### config.mk
export PLATFORM = sky130hd
export DESIGN_NAME = program_loader
export DESIGN_NICKNAME = d
export VERILOG_FILES = /design/src/rtl/loader_pkg.sv /design/src/rtl/byte_assembler.sv /design/src/rtl/program_loader.sv
export SDC_FILE = /design/constraint.sdc
export NUM_CORES = 1
export LEC_CHECK = 0
export ABC_AREA = 1
export CAP_MARGIN = 20
export CORE_MARGIN = 3
export CORE_UTILIZATION = 35
export CTS_CLUSTER_DIAMETER = 150
export DETAILED_ROUTE_END_ITERATION = 7
export PLACE_DENSITY = 0.59
export SYNTH_ARGS = -nofsm -noshare
export SYNTH_HDL_FRONTEND = slang
export SYNTH_SLANG_ARGS = --single-unit
### constraint.sdc
create_clock -name clock -period 4.34 [get_ports clock]
set_input_delay 0.434 -clock clock [delete_from_list [all_inputs] [get_ports clock]]
set_output_delay 0.434 -clock clock [all_outputs]
set_load 0.03 [all_outputs]
### src/rtl/loader_pkg.sv
// Shared definitions for the boot-time program loader: FSM state encodings and stream framing sizes.
package loader_pkg;

  localparam int HEADER_BYTES = 4;
  localparam int WORD_BYTES   = 4;

  typedef enum logic [2:0] {
    ST_IDLE,
    ST_LEN,
    ST_DATA,
    ST_WRITE,
    ST_CSUM,
    ST_DONE,
    ST_ERROR
  } state_t;

endpackage

### src/rtl/byte_assembler.sv
// Packs a little-endian byte stream into 32-bit words; word_valid marks the cycle the 4th byte arrives.
module byte_assembler
  import loader_pkg::*;
(
  input  logic        clock,
  input  logic        reset,
  input  logic        clear,
  input  logic        shift_en,
  input  logic [7:0]  byte_in,
  output logic [1:0]  byte_index,
  output logic [31:0] word,
  output logic        word_valid
);

  logic [31:0] shreg;

  // NOTE: sequential state uses non-blocking assignments only; combinational paths stay in assigns/always_comb.
  always_ff @(posedge clock) begin
    if (reset || clear) begin
      byte_index <= '0;
      shreg      <= '0;
    end else if (shift_en) begin
      byte_index <= byte_index + 2'd1;
      shreg      <= {byte_in, shreg[31:8]};
    end
  end

  // The completed word is presented in the same cycle as its last byte.
  assign word       = {byte_in, shreg[31:8]};
  assign word_valid = shift_en && (byte_index == 2'(WORD_BYTES - 1));

endmodule

### src/rtl/program_loader.sv
// Boot-time loader: header word count, then data words written to memory; releases cpu_reset when done.
// Optional LOADER_CHECKSUM_EN adds a trailing 32-bit checksum word verified before release.
module program_loader
  import loader_pkg::*;
#(
  parameter int          ADDR_WIDTH = 16,
  parameter logic [31:0] BASE_ADDR  = 32'h0,
  parameter int          MAX_WORDS  = 16384
) (
  input  logic                  clock,
  input  logic                  reset,
  input  logic                  start,
  input  logic                  in_valid,
  input  logic [7:0]            in_data,
  output logic                  in_ready,
  output logic                  mem_write_en,
  output logic [ADDR_WIDTH-1:0] mem_address,
  output logic [31:0]           mem_write_data,
  output logic                  cpu_reset,
  output logic                  done,
  output logic                  error,
  output logic [15:0]           words_loaded
);

  localparam logic [1:0] LAST_HDR_IDX = 2'(HEADER_BYTES - 1);

  state_t      state, state_next;
  logic        transfer;
  logic        asm_clear;
  logic [1:0]  byte_index;
  logic [31:0] asm_word;
  logic        word_valid;
  logic        hdr_done;
  logic        last_word;
  logic [15:0] word_count;
  logic [31:0] addr_full;
`ifdef LOADER_CHECKSUM_EN
  logic [31:0] csum_acc;
`endif

  assign transfer  = in_valid && in_ready;
  assign hdr_done  = transfer && (byte_index == LAST_HDR_IDX);
  assign last_word = (words_loaded + 16'd1) == word_count;

  byte_assembler u_asm (
    .clock      (clock),
    .reset      (reset),
    .clear      (asm_clear),
    .shift_en   (transfer),
    .byte_in    (in_data),
    .byte_index (byte_index),
    .word       (asm_word),
    .word_valid (word_valid)
  );

  always_ff @(posedge clock) begin
    if (reset) begin
      state <= ST_IDLE;
    end else begin
      state <= state_next;
    end
  end

  // NOTE: every output of this block gets a default first, so no path can infer a latch.
  always_comb begin
    state_next   = state;
    in_ready     = 1'b0;
    mem_write_en = 1'b0;
    cpu_reset    = 1'b1;
    done         = 1'b0;
    error        = 1'b0;
    asm_clear    = 1'b0;
    case (state)
      ST_IDLE: begin
        if (start) begin
          state_next = ST_LEN;
          asm_clear  = 1'b1;
        end
      end
      ST_LEN: begin
        in_ready = 1'b1;
        if (hdr_done) begin
          if (asm_word == 32'd0 || asm_word > 32'(MAX_WORDS)) state_next = ST_ERROR;
          else                                                 state_next = ST_DATA;
        end
      end
      ST_DATA: begin
        in_ready = 1'b1;
        if (word_valid) state_next = ST_WRITE;
      end
      ST_WRITE: begin
        mem_write_en = 1'b1;
`ifdef LOADER_CHECKSUM_EN
        state_next = last_word ? ST_CSUM : ST_DATA;
`else
        state_next = last_word ? ST_DONE : ST_DATA;
`endif
      end
`ifdef LOADER_CHECKSUM_EN
      ST_CSUM: begin
        in_ready = 1'b1;
        if (word_valid) state_next = (asm_word == csum_acc) ? ST_DONE : ST_ERROR;
      end
`endif
      ST_DONE: begin
        done      = 1'b1;
        cpu_reset = 1'b0;
      end
      ST_ERROR: begin
        error = 1'b1;
      end
      default: state_next = ST_IDLE;
    endcase
  end

  always_ff @(posedge clock) begin
    if (reset) begin
      words_loaded   <= '0;
      word_count     <= '0;
      mem_write_data <= '0;
    end else begin
      if (state == ST_IDLE && start) words_loaded <= '0;
      // Validated counts never exceed MAX_WORDS, so 16 bits hold any accepted value.
      if (state == ST_LEN && hdr_done) word_count <= asm_word[15:0];
      if (state == ST_DATA && word_valid) mem_write_data <= asm_word;
      if (state == ST_WRITE) words_loaded <= words_loaded + 16'd1;
    end
  end

`ifdef LOADER_CHECKSUM_EN
  always_ff @(posedge clock) begin
    if (reset) begin
      csum_acc <= '0;
    end else if (state == ST_IDLE && start) begin
      csum_acc <= '0;
    end else if (state == ST_WRITE) begin
      csum_acc <= csum_acc + mem_write_data;
    end
  end
`endif

  // Address wraps silently at the top of the ADDR_WIDTH space.
  assign addr_full   = BASE_ADDR + 32'({words_loaded, 2'b00});
  assign mem_address = addr_full[ADDR_WIDTH-1:0];

endmodule

==> results.py, run 1 <==
metrics = {
    "outcome": {
        "outcome": "completed",
    },
    "die": {
        "num_rows": 40,
        "die_area_um2": 14000,
        "die_height_um": 118,
        "start_util": 0.362,
        "coreArea_um2": 12200,
        "die_w_um": 118,
        "ios": 81,
    },
    "setup_path": {
        "path_buf_inv": 2,
        "criticalPathCategory": "reg2reg",
        "r2r_setup_slack_ps": 1110,
        "cp-start-kind": "flop",
        "worstRegToRegCells": 9,
        "cp_data_required_time_ps": 4550,
        "reg2reg_from": "state[1]",
        "critPathArrivalTime_ps": 3440,
        "cp_slowest_stage_delay_ps": 590,
        "r2r_end": "word_count[14]",
        "critical_path.max_fanout": 40,
        "end_kind": "flop",
        "worstPathCellList": "inv_2, nor3_4, inv_2, nand2_2, nand2_2, nor2_4, nand2_1, o21ai_0, a21oi_1",
        "critical_path.top_delay_family": "simple AND/OR/NAND/NOR gates",
        "cp_slowest_cell": "nand2_1",
    },
    "cts": {
        "cts_resized": 0,
        "root_buffer": "clkbuf_16",
        "cts_tree": "done",
        "clk-insertion-delay-late_ps": 350,
        "path_clk_slew_ps": 70,
        "htreeDepth": 3,
        "numCtsBuffers": 9,
        "cts.sinks": 93,
        "cts_hold_buf": 0,
        "post_cts_buffers": 0,
        "clockBufferDepth": 2,
    },
    "cells_and_area": {
        "nets": 687,
        "drive_gt1_frac": 0.0547,
        "layout_common_cells": "nand2_1, dfxtp_1, nor2_1",
        "final_common_cell": "nand2_1",
        "area_growth_pct": 24.1,
        "antennaDiodeCount": 0,
    },
    "synthesis": {
        "synthCells": 624,
        "yosys_warnings": 0,
        "synth_cell_types": 29,
        "synth-seq-cells": 93,
        "syn_avg_cell_area_um2": 7.05,
        "ys_seq_area_frac": 0.423,
        "syn_area_um2": 4400,
    },
    "drt": {
        "vias": 4071,
        "drtAntennaViolNets": 0,
        "via_per_inst": 4.82,
        "wl_per_cell_um": 13.1,
        "drt_iter0_drc": 226,
        "firstDrtPassIters": 5,
        "drc": 0,
        "wirelength_um": 11000,
    },
    "place": {
        "place_congestion": 0.800,
        "io_buffers": 78,
        "place_ws_ps": 1100,
        "hpwl_um": 8120,
    },
    "power": {
        "leakage_nw": 1.93,
        "fin_total_pwr_w": 0.00227,
        "combPwrFrac": 0.212,
        "switchingPower_w": 0.000754,
        "pwr-share-clk": 0.350,
        "p_per_area_nw_per_um2": 415,
        "power.share.switching": 0.332,
        "power.internal_w": 0.00151,
        "peakVddDrop_mv": 0.202,
        "p_seq_frac": 0.438,
    },
    "timing": {
        "relSlewSlack": 0.401,
        "fin_crit_sh": 0.743,
        "finalHoldViolations": 0,
        "worstMarginPinSlew_ps": 896,
        "tns_ps": 0,
        "worst_slack_ps": 1110,
        "slew_violations": 0,
        "fmax_ghz": 0.310,
        "rsz0062_at_grt": "no",
        "skew_ps": 9.48,
        "period_minus_slack_ps": 3230,
        "setup_viol": 0,
    },
    "global_routing": {
        "grt_pass1_vias": 3789,
        "grt_overflow": 0,
        "grtUsageTotal": 0.161,
        "grt_pass1_wl_um": 18600,
        "grt_max_degree": 54,
        "antenna_found_initial": 0,
    },
    "job": {
        "cap_violations": 0,
    },
    "min_path": {
        "worstHoldStart": "mem_write_data[8]",
        "holdPathEnd": "mem_write_data[8]",
        "hold_path.class": "reg2reg",
        "holdPathStages": 2,
    },
}
tightest hold or removal path, stage by stage, from the launching register on:
cell	delay, ps
dfxtp_1	310
nand2_1	60
a21oi_1	50
sequential cells by signal (all words and copies together), names as in the netlist:
name / cells
word_count: 16
mem_write_data: 32
u_asm.byte_index: 2
state: 3
u_asm.shreg: 24
words_loaded: 16
cell usage after synthesis (all sizes together):
master,number,area (µm²)
buf,26,170
o21bai,1,11.3
inv,62,233
or2,1,6.26
nor2,88,370
xnor3,1,22.5
xnor2,2,17.5
o21a,1,7.51
o21ai,16,80.1
nand2,129,492
nor4,7,43.8
nor3,7,56.3
a21oi,72,360
clkbuf,17,63.8
xor2,1,8.76
nand3,62,310
o221ai,1,15.0
a211oi,23,173
ha,2,25.0
nand4,11,68.8
conb,1,3.75
dfxtp,93,1860
power groups by stage:
| stage | Clock (W) | Combinational (W) | Sequential (W) |
|---|---|---|---|
| finish | 0.000794 | 0.000480 | 0.000994 |
| CTS | 0.000809 | 0.000488 | 0.000995 |
| floorplan | 0 | 0.000380 | 0.000984 |
| global route | 0.000838 | 0.000548 | 0.00101 |
| detailed placement | 0 | 0.000488 | 0.00101 |
| global placement | 0 | 0.000473 | 0.00101 |
per-layer routing:
metal  track usage  up-vias  wire length (µm)  share of wire
li1              -     2134                 -              -
met1         0.206     1835              5210           0.47
met2         0.270       89              5200           0.47
met3        0.0359       13               475          0.043
met4        0.0498        0               169          0.015
met5             0        -                 0              0
cells by family after synthesis:
group / after synthesis / share of synthesized area
simple gates: 305 / 0.306
compound gates: 114 / 0.147
buf+inv: 105 / 0.106
flops: 93 / 0.423
xor+xnor: 4 / 0.0111
fa+ha+maj: 2 / 0.00569
other cells: 1 / 0.000852
final cells by class:
type,instances,area [µm²]
Clock buffer,9,225
Clock inverter,6,63.8
Fill cell,1266,6700
Inverter,62,233
Multi-Input combinational cell,427,2080
Sequential cell,93,1860
Tap cell,168,210
Timing Repair Buffer,80,791
stage by stage:
step           std cells  area (µm²)  hold WS [ps]  utilization
2_1_floorplan        625        4400           431            -
3_5_place_dp         830        5170           454        0.425
3_3_place_gp         830        5170           454        0.425
5_1_grt              845        5460           484        0.449
4_1_cts              845        5460           466        0.449
6_report             845        5460           460        0.449
how the worst max path moves through the flow:
stage                        start        endpoint  cells after the start
after floorplan           state[0]        state[2]                      8
after global placement    state[1]  word_count[15]                      9
after detailed placement  state[1]  word_count[14]                      9
after CTS                 state[1]  word_count[14]                      9
after global routing      state[1]  word_count[14]                      9
final                     state[1]  word_count[14]                      9
Power figures use the tool's default switching activity.
==> inputs of run 2 (changes only) <==
clock period = 3.13 ns   (was 4.34 ns; I/O delays follow)
==> results.py, run 2 (synthesized netlist as in run 1, its figures left out) <==
metrics = {
    "outcome": {
        "outcome": "completed",
    },
    "cells_and_area": {
        "final_common_cell": "nand2_1",
        "drive_gt1_frac": 0.0574,
        "final_area_um2": 5480,
        "fill_cells": 1229,
        "antennaDiodeCount": 0,
        "largest_register": "mem_write_data",
        "top_regs": "mem_write_data (32), u_asm.shreg (24)",
        "post-route-util": 0.451,
        "area_growth_pct": 24.6,
        "nets": 689,
        "layout_common_cells": "nand2_1, dfxtp_1, nor2_1",
        "largest_reg_flops": 32,
    },
    "cts": {
        "post_cts_buffers": 0,
        "path_clk_slew_ps": 60,
        "htreeDepth": 3,
        "cts_resized": 0,
        "cts_tree": "done",
        "clockBufferDepth": 2,
        "numCtsBuffers": 9,
        "root_buffer": "clkbuf_16",
        "cts.sinks": 93,
        "clk-insertion-delay-late_ps": 350,
        "cts_hold_buf": 0,
    },
    "power": {
        "leakage_nw": 1.95,
        "p_per_area_nw_per_um2": 576,
        "peakVddDrop_mv": 0.359,
    },
    "setup_path": {
        "critical_path.max_fanout": 32,
        "criticalPathCategory": "reg2reg",
        "cp_slowest_cell": "nand2_1",
        "cp-start-kind": "flop",
        "cp_data_required_time_ps": 3330,
        "critical_path.top_delay_family": "simple AND/OR/NAND/NOR gates",
        "path_buf_inv": 3,
        "worstRegToRegCells": 10,
        "cp_slowest_stage_delay_ps": 590,
        "crit_cells": 10,
        "worstPathCellList": "inv_2, nor3_4, buf_4, inv_2, nand2_2, nand2_2, nor2_4, nand2_1, o21ai_0, a21oi_1",
        "end_kind": "flop",
        "critPathArrivalTime_ps": 2770,
    },
    "place": {
        "hpwl_um": 8370,
        "place_ws_ps": 645,
        "io_buffers": 78,
        "place_congestion": 0.867,
        "placed_cell_area_um2": 5190,
    },
    "drt": {
        "drtAntennaViolNets": 0,
        "drc": 0,
        "via_per_inst": 4.89,
        "vias": 4149,
        "wl_met3_um": 520,
        "wirelength_um": 11300,
        "wl_per_cell_um": 13.4,
        "met1Wirelength_um": 5180,
        "top_layer": "met4",
        "firstDrtPassIters": 4,
        "wl_met2_um": 5430,
        "drt_iter0_drc": 259,
    },
    "global_routing": {
        "grt_pass1_vias": 3890,
        "antenna_found_initial": 0,
        "grt_max_degree": 53,
        "grtUsageTotal": 0.165,
        "grt_pass1_wl_um": 18800,
        "grt_overflow": 0,
    },
    "timing": {
        "relSlewSlack": 0.416,
        "period_minus_slack_ps": 2580,
        "fmax_ghz": 0.388,
        "fin_crit_sh": 0.824,
        "tns_ps": 0,
        "whs_ps": 454,
        "worstMarginPinSlew_ps": 874,
        "setup_viol": 0,
        "finalHoldViolations": 0,
        "rsz0062_at_grt": "no",
        "worst_slack_ps": 551,
        "slew_violations": 0,
        "skew_ps": 7.83,
    },
    "min_path": {
        "hold_path.class": "in2reg",
        "holdPathStages": 3,
    },
    "die": {
        "coreArea_um2": 12200,
        "num_rows": 40,
        "start_util": 0.362,
        "die_height_um": 118,
        "ios": 81,
        "die_area_um2": 14000,
        "die_w_um": 118,
    },
    "job": {
        "cap_violations": 0,
    },
}
==> run 2: changes by cell type in the layout (fill, tap and decap cells not counted), sizes merged <==
cell / previous run / this run
clkinvlp: 2 / 0
inv: 63 / 65
buf: 3 / 5
clkbuf: 9 / 10
==> run 2: worst min-delay path, stage by stage <==
cell and delay (ps):
buf_2 90, inv_1 180, o21a_1 170
==> run 2: final cells by class <==
| cell class | count | area, µm² | share of cell area |
|---|---|---|---|
| Sequential cell | 93 | 1860 | 0.339 |
| Clock buffer | 10 | 229 | 0.0418 |
| Inverter | 62 | 233 | 0.0424 |
| Multi-Input combinational cell | 427 | 2080 | 0.379 |
| Clock inverter | 6 | 68.8 | 0.0125 |
| Timing Repair Buffer | 82 | 806 | 0.147 |
| Tap cell | 168 | 210 | 0.0383 |
==> run 2: layer usage <==
| metal | GRT usage | vias to the layer above |
|---|---|---|
| li1 | - | 2144 |
| met5 | 0 | - |
| met2 | 0.282 | 95 |
| met1 | 0.199 | 1893 |
| met4 | 0.0491 | 0 |
| met3 | 0.0483 | 17 |
==> run 2: final timing paths <==
kind                          start           endpoint  slack, ps
setup / recovery           state[1]      word_count[9]        550
hold / removal                reset    words_loaded[5]        450
setup reg to reg           state[1]      word_count[9]        550
hold reg to reg   mem_write_data[8]  mem_write_data[8]        460
==> run 2: power by group <==
group	switching (W)	internal, W	leakage [nW]
logic	0.000464	0.000220	1.05
clock network	0.000469	0.000628	0.149
registers	0.000103	0.00127	0.751
==> run 2: metrics by stage <==
stage	power (W)	cells
after floorplan	0.00189	625
after global placement	0.00207	832
after detailed placement	0.00209	832
after CTS	0.00320	848
after global routing	0.00334	848
final	0.00316	848
==> inputs of run 3 (changes only) <==
clock period = 2.4 ns   (was 3.13 ns; I/O delays follow)
==> results.py, run 3 (synthesized netlist as in run 1, its figures left out) <==
metrics = {
    "outcome": {
        "outcome": "completed",
    },
    "timing": {
        "fmax_ghz": 0.437,
        "period_minus_slack_ps": 2290,
        "relSlewSlack": 0.618,
        "setup_viol": 0,
        "tns_ps": 0,
        "slew_violations": 0,
        "rsz0062_at_grt": "no",
        "skew_ps": 7.01,
        "worstMarginPinSlew_ps": 572,
        "finalHoldViolations": 0,
        "fin_crit_sh": 0.953,
        "worst_slack_ps": 112,
    },
    "power": {
        "power.internal_w": 0.00275,
        "peakVddDrop_mv": 0.439,
        "power.share.switching": 0.331,
        "pwr-share-clk": 0.343,
        "p_seq_frac": 0.437,
        "combPwrFrac": 0.220,
        "leakage_nw": 1.97,
        "p_per_area_nw_per_um2": 742,
        "switchingPower_w": 0.00136,
    },
    "die": {
        "num_rows": 40,
        "ios": 81,
        "start_util": 0.362,
        "coreArea_um2": 12200,
        "die_height_um": 118,
        "die_w_um": 118,
        "die_area_um2": 14000,
    },
    "cts": {
        "clockBufferDepth": 2,
        "numCtsBuffers": 9,
        "cts_tree": "done",
        "clk-insertion-delay-late_ps": 340,
        "cts.sinks": 93,
        "htreeDepth": 3,
        "root_buffer": "clkbuf_16",
        "post_cts_buffers": 0,
        "path_clk_slew_ps": 70,
        "cts_resized": 0,
        "cts_hold_buf": 0,
    },
    "drt": {
        "wl_per_cell_um": 13.5,
        "vias": 4154,
        "drc": 0,
        "drt_iter0_drc": 223,
        "wirelength_um": 11500,
        "drtAntennaViolNets": 0,
        "firstDrtPassIters": 4,
        "via_per_inst": 4.86,
    },
    "setup_path": {
        "cp_data_required_time_ps": 2160,
        "critical_path.max_fanout": 6,
        "end_kind": "primary output",
        "cp-start-kind": "flop",
        "critPathArrivalTime_ps": 2050,
        "criticalPathCategory": "reg2out",
    },
    "cells_and_area": {
        "fill_cells": 1275,
        "area_growth_pct": 25.6,
        "drive_gt1_frac": 0.0685,
        "multiInputGateArea_um2": 2080,
        "layout_common_cells": "nand2_1, dfxtp_1, nor2_1",
        "nets": 695,
        "finalNonFillerCells": 854,
        "top_regs": "mem_write_data (32), u_asm.shreg (24)",
        "largest_reg_flops": 32,
        "antennaDiodeCount": 0,
        "seqCellArea_um2": 1860,
        "final_common_cell": "nand2_1",
        "largest_register": "mem_write_data",
    },
    "global_routing": {
        "grtUsageTotal": 0.167,
        "grt_overflow": 0,
        "grt_pass1_wl_um": 19300,
        "grt_max_degree": 53,
        "antenna_found_initial": 0,
        "grt_pass1_vias": 3947,
    },
    "min_path": {
        "hold_path.class": "in2reg",
    },
    "place": {
        "placed_cells": 838,
        "hpwl_um": 8440,
        "io_buffers": 78,
        "place_congestion": 0.868,
        "place_ws_ps": 362,
    },
    "job": {
        "cap_violations": 0,
    },
}
[run 3: cell count changes in the layout (fill, tap and decap cells not counted)]
| cell | delta |
|---|---|
| clkbuf_1 | -1 |
| clkinvlp_4 | +3 |
| clkbuf_8 | +3 |
| inv_6 | -2 |
| inv_8 | -1 |
| clkinv_2 | -2 |
| buf_4 | +7 |
| clkinv_4 | +1 |
| bufinv_16 | -1 |
| clkdlybuf4s50_1 | -1 |
[run 3: metrics by stage]
step                area (µm²)  power, W  hold slack [ps]  utilization
global route              5530   0.00435              434        0.454
detailed placement        5230   0.00275              452        0.430
finish                    5530   0.00410              375        0.454
floorplan                 4400   0.00247              384            -
global placement          5230   0.00274              450        0.430
CTS                       5530   0.00416              371        0.454
[run 3: power groups by stage]
stage | Combinational [W] | Clock (W) | Sequential, W
after global placement | 0.000913 | 0 | 0.00182
after global routing | 0.00102 | 0.00151 | 0.00181
after floorplan | 0.000688 | 0 | 0.00178
after CTS | 0.000923 | 0.00144 | 0.00180
after detailed placement | 0.000921 | 0 | 0.00183
final | 0.000904 | 0.00141 | 0.00179
[run 3: critical path, stage by stage (launching register included)]
cell	delay [ps]
dfxtp_1	510
inv_1	130
nor3_1	310
clkdlybuf4s50_1	750
[run 3: metal layers]
metal	routed length, µm	part of all wire	vias up	global-route usage
li1	-	-	2154	-
met1	5070	0.44	1873	0.206
met2	5560	0.48	111	0.287
met3	656	0.057	16	0.0340
met4	227	0.020	0	0.0667
met5	0	0	-	0
[run 3: area by class of cell]
type | instances | area share
Multi-Input combinational cell | 427 | 0.376
Clock inverter | 4 | 0.00566
Tap cell | 168 | 0.0380
Timing Repair Buffer | 88 | 0.153
Sequential cell | 93 | 0.337
Inverter | 62 | 0.0421
Clock buffer | 12 | 0.0482
[run 3: worst paths after layout]
path,cells after the start,slack (ps),start,end
worst max-delay path,3,110,state[2],error
worst min-delay path,3,370,reset,words_loaded[5]
worst max register to register,13,350,words_loaded[0],state[2]
worst min register to register,2,460,mem_write_data[9],mem_write_data[9]
